==> src/rtl/game_sequencer.sv <==
// Game-flow controller: walks the level instances through title, load,
// play, result-hold and end screens.  It picks the active level, drives that
// level's active-low reset, tracks remaining lives and advances the level
// index on a win.  Every output is a register; the next-state logic below
// also computes the next output values so they change together with the state.
module game_sequencer #(
    parameter int NUM_LEVELS    = 3,
    parameter int LIVES         = 3,
    parameter int LOAD_CYCLES   = 4,
    parameter int SETTLE_CYCLES = 2,
    parameter int HOLD_CYCLES   = 25_000_000,
    localparam int SEL_W = (NUM_LEVELS > 1) ? $clog2(NUM_LEVELS) : 1,
    localparam int LV_W  = (LIVES > 0) ? $clog2(LIVES + 1) : 1
) (
    input  logic             vga_clock,
    input  logic             reset,
    input  logic             start_button,
    input  logic             level_win,
    input  logic             level_lose,
    output logic [SEL_W-1:0] level_select,
    output logic             level_reset_n,
    output logic [1:0]       screen_mode,
    output logic [LV_W-1:0]  lives,
    output logic             game_won,
    output logic             game_over
);

    typedef enum logic [2:0] {
        ST_TITLE,
        ST_LOAD,
        ST_PLAY,
        ST_WIN_HOLD,
        ST_LOSE_HOLD,
        ST_VICTORY,
        ST_GAME_OVER
    } state_t;

    // Terminal counts for the shared 32-bit timer.
    localparam logic [31:0]      LOAD_LAST  = 32'(LOAD_CYCLES - 1);
    localparam logic [31:0]      HOLD_LAST  = 32'(HOLD_CYCLES - 1);
    localparam logic [31:0]      SETTLE_LEN = 32'(SETTLE_CYCLES);
    localparam logic [SEL_W-1:0] SEL_LAST   = SEL_W'(NUM_LEVELS - 1);
    localparam logic [LV_W-1:0]  LIVES_INIT = LV_W'(LIVES);

    state_t            state_q, state_d;
    logic [31:0]       timer_q, timer_d;
    logic [SEL_W-1:0]  sel_q, sel_d;
    logic [LV_W-1:0]   lives_q, lives_d;
    logic              start_q;
    logic              start_rise;
    logic              level_reset_n_q, level_reset_n_d;
    logic [1:0]        screen_mode_q, screen_mode_d;
    logic              game_won_q, game_won_d;
    logic              game_over_q, game_over_d;

    // A start press acts only on its first cycle; because the edge lasts one
    // cycle it is naturally consumed by whichever transition it triggers.
    assign start_rise = start_button & ~start_q;

    // Next-state, timer, level index and lives; registered output values are
    // decoded from the next state so they line up with it.
    always_comb begin
        state_d         = state_q;
        timer_d         = timer_q + 32'd1;
        sel_d           = sel_q;
        lives_d         = lives_q;
        level_reset_n_d = 1'b0;
        screen_mode_d   = 2'd0;
        game_won_d      = 1'b0;
        game_over_d     = 1'b0;

        case (state_q)
            ST_TITLE: begin
                timer_d = '0;
                if (start_rise) begin
                    state_d = ST_LOAD;
                end
            end
            ST_LOAD: begin
                if (timer_q == LOAD_LAST) begin
                    state_d = ST_PLAY;
                end
            end
            ST_PLAY: begin
                // Stop counting once settled so the flags are never masked again.
                timer_d = (timer_q < SETTLE_LEN) ? timer_q + 32'd1 : timer_q;
                if (timer_q >= SETTLE_LEN) begin
                    if (level_lose) begin
                        state_d = ST_LOSE_HOLD;
                        lives_d = (lives_q == '0) ? '0 : lives_q - LV_W'(1);
                    end else if (level_win) begin
                        state_d = ST_WIN_HOLD;
                    end
                end
            end
            ST_WIN_HOLD: begin
                if (timer_q == HOLD_LAST) begin
                    if (sel_q == SEL_LAST) begin
                        state_d = ST_VICTORY;
                    end else begin
                        state_d = ST_LOAD;
                        sel_d   = sel_q + SEL_W'(1);
                    end
                end
            end
            ST_LOSE_HOLD: begin
                if (timer_q == HOLD_LAST) begin
                    state_d = (lives_q == '0) ? ST_GAME_OVER : ST_LOAD;
                end
            end
            ST_VICTORY, ST_GAME_OVER: begin
                timer_d = '0;
                if (start_rise) begin
                    state_d = ST_LOAD;
                    sel_d   = '0;
                    lives_d = LIVES_INIT;
                end
            end
            default: begin
                state_d = ST_TITLE;
            end
        endcase

        // Every state change restarts the timer from zero.
        if (state_d != state_q) begin
            timer_d = '0;
        end

        case (state_d)
            ST_LOAD: begin
                screen_mode_d = 2'd1;
            end
            ST_PLAY: begin
                screen_mode_d   = 2'd1;
                level_reset_n_d = 1'b1;
            end
            ST_WIN_HOLD: begin
                screen_mode_d   = 2'd2;
                level_reset_n_d = 1'b1;
            end
            ST_LOSE_HOLD: begin
                screen_mode_d   = 2'd3;
                level_reset_n_d = 1'b1;
            end
            ST_VICTORY: begin
                screen_mode_d = 2'd2;
                game_won_d    = 1'b1;
            end
            ST_GAME_OVER: begin
                screen_mode_d = 2'd3;
                game_over_d   = 1'b1;
            end
            default: begin
                screen_mode_d = 2'd0;
            end
        endcase
    end

    // State, counters and registered outputs, with synchronous reset.
    always_ff @(posedge vga_clock) begin
        if (reset) begin
            state_q         <= ST_TITLE;
            timer_q         <= '0;
            sel_q           <= '0;
            lives_q         <= LIVES_INIT;
            start_q         <= 1'b0;
            level_reset_n_q <= 1'b0;
            screen_mode_q   <= 2'd0;
            game_won_q      <= 1'b0;
            game_over_q     <= 1'b0;
        end else begin
            state_q         <= state_d;
            timer_q         <= timer_d;
            sel_q           <= sel_d;
            lives_q         <= lives_d;
            start_q         <= start_button;
            level_reset_n_q <= level_reset_n_d;
            screen_mode_q   <= screen_mode_d;
            game_won_q      <= game_won_d;
            game_over_q     <= game_over_d;
        end
    end

    assign level_select  = sel_q;
    assign lives         = lives_q;
    assign level_reset_n = level_reset_n_q;
    assign screen_mode   = screen_mode_q;
    assign game_won      = game_won_q;
    assign game_over     = game_over_q;

endmodule

==> config.mk <==
export PLATFORM = sky130hd
export DESIGN_NAME = game_sequencer
export DESIGN_NICKNAME = d
export VERILOG_FILES = /design/src/rtl/game_sequencer.sv
export SDC_FILE = /design/constraint.sdc
export NUM_CORES = 1
export LEC_CHECK = 0
export ABC_AREA = 1
export CORE_AREA = 2 2 96 98
export CTS_CLUSTER_SIZE = 16
export DETAILED_ROUTE_END_ITERATION = 7
export DIE_AREA = 0 0 98 100
export HOLD_SLACK_MARGIN = 0.03
export PLACE_DENSITY_LB_ADDON = 0.2
export SYNTH_ARGS = -nofsm -noshare
export SYNTH_HDL_FRONTEND = slang
export SYNTH_SLANG_ARGS = --single-unit
export TNS_END_PERCENT = 10
==> constraint.sdc <==
create_clock -name vga_clock -period 5.15 [get_ports vga_clock]
set_input_delay 0.7725 -clock vga_clock [delete_from_list [all_inputs] [get_ports vga_clock]]
set_output_delay 0.7725 -clock vga_clock [all_outputs]
set_load 0.005 [all_outputs]
* After elaboration in Yosys (flattened, before gate mapping)
Cells that the tools add are included.
Cells by class: $add $sub $neg 3, order comparisons 2, equal/unequal tests 22, multiplexer cells 25, bitwise operators 2, reductions and logical operators 13
Operator list (number):
- 32-bit case mux with 2 select lines | 1
- 32-bit by 1-bit adder with 32-bit output, second input constant | 1
- 32-bit by 2-bit == test with 1-bit output, second input constant | 1
- 32-bit by 25-bit == test with 1-bit output, second input constant | 1
- 32-bit by 2-bit >= comparator with 1-bit output, second input constant | 1
- 32-bit by 2-bit less-than comparator with 1-bit output, second input constant | 1
- 32-bit two-way mux | 1
- 3-bit two-way mux | 9
- 3-bit == test, second input constant | 6
- 3-bit case mux with 5 select lines | 1
- 2-bit two-way mux | 7
- 3-bit by 2-bit == test with 1-bit output, second input constant | 4
- 2-bit != test, second input constant | 6
- 2-bit OR reduction | 5
- 2-bit case mux with 2 select lines | 2
- 4-bit AND reduction | 2
- 3-bit by 1-bit == test with 1-bit output, second input constant | 2
- 2-bit case mux with 3 select lines | 1
- 3-bit OR reduction | 2
- 2-bit nonzero test | 2
- 3-bit logical NOT | 1
- 1-bit two-way mux | 3
- 3-bit != test | 1
- 2-bit by 1-bit adder with 2-bit output, second input constant | 1
- 5 further kinds | 5
Storage, ports and cells: flip-flop bits (word level) 45, input bits 5, output and inout bits 9, logic and storage cells 76

* Logic depth before layout (Yosys ltp)
depth in word-level cells 7, gate-level depth with buffers 16, depth with buffers taken out 14

* Least setup slack after synthesis
OpenSTA, ideal clock, no wires.
kind register to register, from register timer_q[1], to register timer_q[13], setup time 0.124 ns, arrival 1.852 ns, data required time 5.026 ns, setup slack 3.174 ns, cell stages (with the launch flop) 16, buffers on the path 1, clock period less this slack 1.976 ns, path through dfxtp_1 > ha_1 > nand2_2 > nor2_4 > nand3_1 > nor2_2 > nand2_2 > nand2_4 > nand2_4 > nor2_4 > nand3_2 > nand2_2 > nand2_2 > nand3_4 > buf_12 > nor2_4
Between the ends: word-level cells in the longest chain between the ends 5, elaborated cells between the ends (all ways) 15, classes of those cells 1 x add/sub; 2 x order compare; 4 x eq/ne; 7 x mux; 1 x reduce/logical
Ends and longest elaborated chain:
- start, declared | RTL line 46 | logic [31:0] timer_q, timer_d;
- start signal, assigned | RTL line 173 | timer_q <= timer_d;
- 32-bit by 2-bit >= comparator with 1-bit output (tied with other cells) | RTL line 87 | if (timer_q >= SETTLE_LEN) begin
- 3-bit two-way mux, on equally long branches
- 3-bit case mux with 5 select lines | RTL line 72 | case (state_q)
- 3-bit != test | RTL line 125 | if (state_d != state_q) begin
- 2-bit OR reduction (no source line)
Several ways; a longest one is shown, not always the timed one. The select of a mux whose other input is x is not followed. A chain may end at the register's enable or synchronous reset.

* Worst setup path in the final report
from register state_q[0], to register timer_q[19]
Between the ends: word-level cells in the longest chain between the ends 6, elaborated cells between the ends (all ways) 20, classes of those cells 8 x eq/ne; 9 x mux; 3 x reduce/logical
Ends and longest elaborated chain:
- start, declared | RTL line 45 | state_t state_q, state_d;
- start signal, assigned | RTL line 172 | state_q <= state_d;
- 3-bit two-way mux | RTL line 91 | end else if (level_win) begin
- 3-bit two-way mux | RTL line 88 | if (level_lose) begin
- 3-bit two-way mux | RTL line 87
- 3-bit case mux with 5 select lines | RTL line 72
- 3-bit != test | RTL line 125
- 2-bit OR reduction (no source line)
Several ways; a longest one is shown, not always the timed one.

==> flow_summary.yaml <==
global_routing:
  grt_usage_pct: 16.9
  grt_max_degree: 38
  antenna_found_initial: 0
  grt_pass1_vias: 2869
  grt_overflow: 0
  grt_pass1_wl_microns: 13500
synthesis:
  synth_cells: 502
  synthTopCellsByArea: "dfxtp_1, nor2_4, nand2_1"
  yosysWarningCount: 0
  yosysSeqAreaShare_pct: 26.5
  netlist_area_sq_um: 3400
  ys_ff_latch: 45
  synth.avg_cell_area_sq_um: 6.78
  synth_top_area_share_pct: 26.5
  yosysUniqueCellTypes: 37
  synth_top_area_cell: "dfxtp_1"
  syn-num-nets: 510
critical_path:
  cpPeakStageDelay_ps: 710
  crit_chain: "inv_2 > nor2_1 > o21ai_4 > nand2_2 > nand2_1 > nand2_4 > nor2_4 > nand3_2 > nand2_2 > nand2_2 > nand3_4 > nor2_1"
  path_common_cell: "nand2_2"
  crit_path_max_fanout: 32
  critPathCaptureType: "flop"
  cp.required_ps: 5370
  slowest_stage: "nand3_4"
  path_buf_inv: 1
  cp-start-kind: "flop"
  critical_path_class: "flop to flop"
  crit_arrival_ps: 3270
  crit_family: "simple AND/OR/NAND/NOR gates"
power:
  ir_worst_vdd_v: 0.000115
  pwr_density_cell_nw_per_um2: 196
  swShare_pct: 28.3
  seq_power_share_pct: 49.4
  combPwrFrac_pct: 11.6
  p_leak_nw: 1.20
  p_switching_w: 0.000204
  internal_power_w: 0.000515
  p_clk_share_pct: 39.0
route:
  via_count: 3063
  drt_iter0_markers: 99
  via_per_inst: 4.93
  firstDrtPassIters: 4
  wl_per_cell_microns: 13.0
  routed_wl_microns: 8080
  postRouteAntennaNets: 0
  drc: 0
finish:
  area_delta_synth_final_pct: 7.79
  final_layout_size_suffix_gt1_share_pct: 16.7
  diodes: 0
  layout.nets: 517
  layout_commonest_cell: "nand2_1"
  final_cell_mix: "nand2_1, nor2_1, inv_1"
  finish.utilization_pct: 41.3
  fin_cells: 621
sta:
  final_hold_viol_count: 0
  fmax_mhz: 328
  slew_headroom_pct: 32.0
  period_needed_ps: 3050
  fin_ws_ps: 2100
  final_max_slew_viol_count: 0
  rsz0062_at_grt: "false"
  tightest_slew_ps: 1020
  fin_setup_tns_ps: 0
  setup_viol: 0
  whs_ps: 502
  clock_skew_ps: 7.89
  timing.final.crit_share_pct: 59.2
cts:
  cts_buffers: 5
  cts_resized: 0
  ctsHoldBuffers: 0
  cts-root-buf: "clkbuf_8"
  cts.sinks: 45
  cts.clk_slew.worst_paths_ps: 100
  clk_latency_ps: 310
  clk_path_buf_depth: 2
  cts_tree: "built"
  cts_max_level: 2
  postCtsSetupBuffers: 0
hold_path:
  min-delay-path-class: "flop to flop"
floorplanning:
  boundaryPins: 14
  fp.dieArea_sq_um: 9800
  die_h_microns: 100
  rows: 35
  core_area_sq_um: 8890
  initial_core_util_pct: 38.3
  fp.dieW_microns: 98
placement:
  io_buffers: 13
  place_inst: 613
  dp_slack_ps: 2030
  place_congestion: 0.886
  place_hpwl_microns: 6100
flow_run:
  maxCapViolCount: 0
outcome:
  status: "finished, final reports clean"
==> power by group through the flow <==
stage               Clock, W  Combinational (W)  Sequential [W]
detailed placement         0          0.0000844        0.000363
floorplan                  0          0.0000842        0.000360
finish              0.000280          0.0000836        0.000355
CTS                 0.000291          0.0000846        0.000355
global placement           0          0.0000837        0.000363
global route        0.000304          0.0000914        0.000356
==> worst min-delay path, cell delays in order (launching register included) <==
cell     delay, ps
dfxtp_1        320
inv_1           80
a21oi_1         70
==> cells in the mapped netlist, drive strengths merged <==
cell    instances
o31ai           1
or2             2
a31oi           1
xnor2           4
o21ai          15
nor3b           1
inv            62
nand4          10
ha              3
buf             8
clkbuf          5
a21oi          27
o21a            1
nor4            1
nand2         110
xor2           13
nand3          33
dfxtp          45
nor2          121
nor3           36
a41oi           1
nand3b          2
==> worst paths after layout <==
check | from | to | slack (ps) | cells past startpoint
worst min-delay path | level_select[0]$_SDFFE_PP0P_ | level_select[0]$_SDFFE_PP0P_ | 500 | 2
worst min register to register | level_select[0]$_SDFFE_PP0P_ | level_select[0]$_SDFFE_PP0P_ | 500 | 2
worst max register to register | state_q[0]$_SDFF_PP0_ | timer_q[19]$_SDFFE_PP0P_ | 2100 | 12
worst max-delay path | state_q[0]$_SDFF_PP0_ | timer_q[19]$_SDFFE_PP0P_ | 2100 | 12
==> flip-flops by register name, indices dropped and copies added (netlist names) <==
name	count
game_over	1
game_won	1
level_reset_n	1
level_select	2
lives	2
screen_mode	2
start_q	1
state_q	3
timer_q	32
==> cell type report <==
class / count / area [sq um]
clock buffers: 5 / 68.8
clock inverters: 3 / 46.3
fillers: 975 / 5220
inverters: 62 / 233
multi-input cells: 382 / 2150
flip-flops and latches: 45 / 901
well taps: 111 / 139
repair buffers: 13 / 130
==> logic make-up after synthesis <==
kind of cell,synth area share (%)
buffers and inverters,10.3
AO/OA/AOI/OAI,7.83
AND/OR/NAND/NOR,49.9
flip-flops,26.5
XOR/XNOR,4.37
adder cells (fa/ha/maj),1.10
==> per-layer routing <==
| layer | wire [microns] | part of all wire (%) | GRT usage [%] |
|---|---|---|---|
| met1 | 3970 | 49 | 22.8 |
| met2 | 3720 | 46 | 28.8 |
| met3 | 296 | 3.7 | 2.44 |
| met4 | 93 | 1.2 | 4.17 |
| met5 | 0 | 0 | 0 |
==> stage by stage <==
step | area, sq um | power (W)
floorplan | 3400 | 0.000444
global placement | 3550 | 0.000447
detailed placement | 3550 | 0.000448
CTS | 3670 | 0.000730
global route | 3670 | 0.000751
finish | 3670 | 0.000719
No activity file was read; power rests on OpenSTA's default activity.
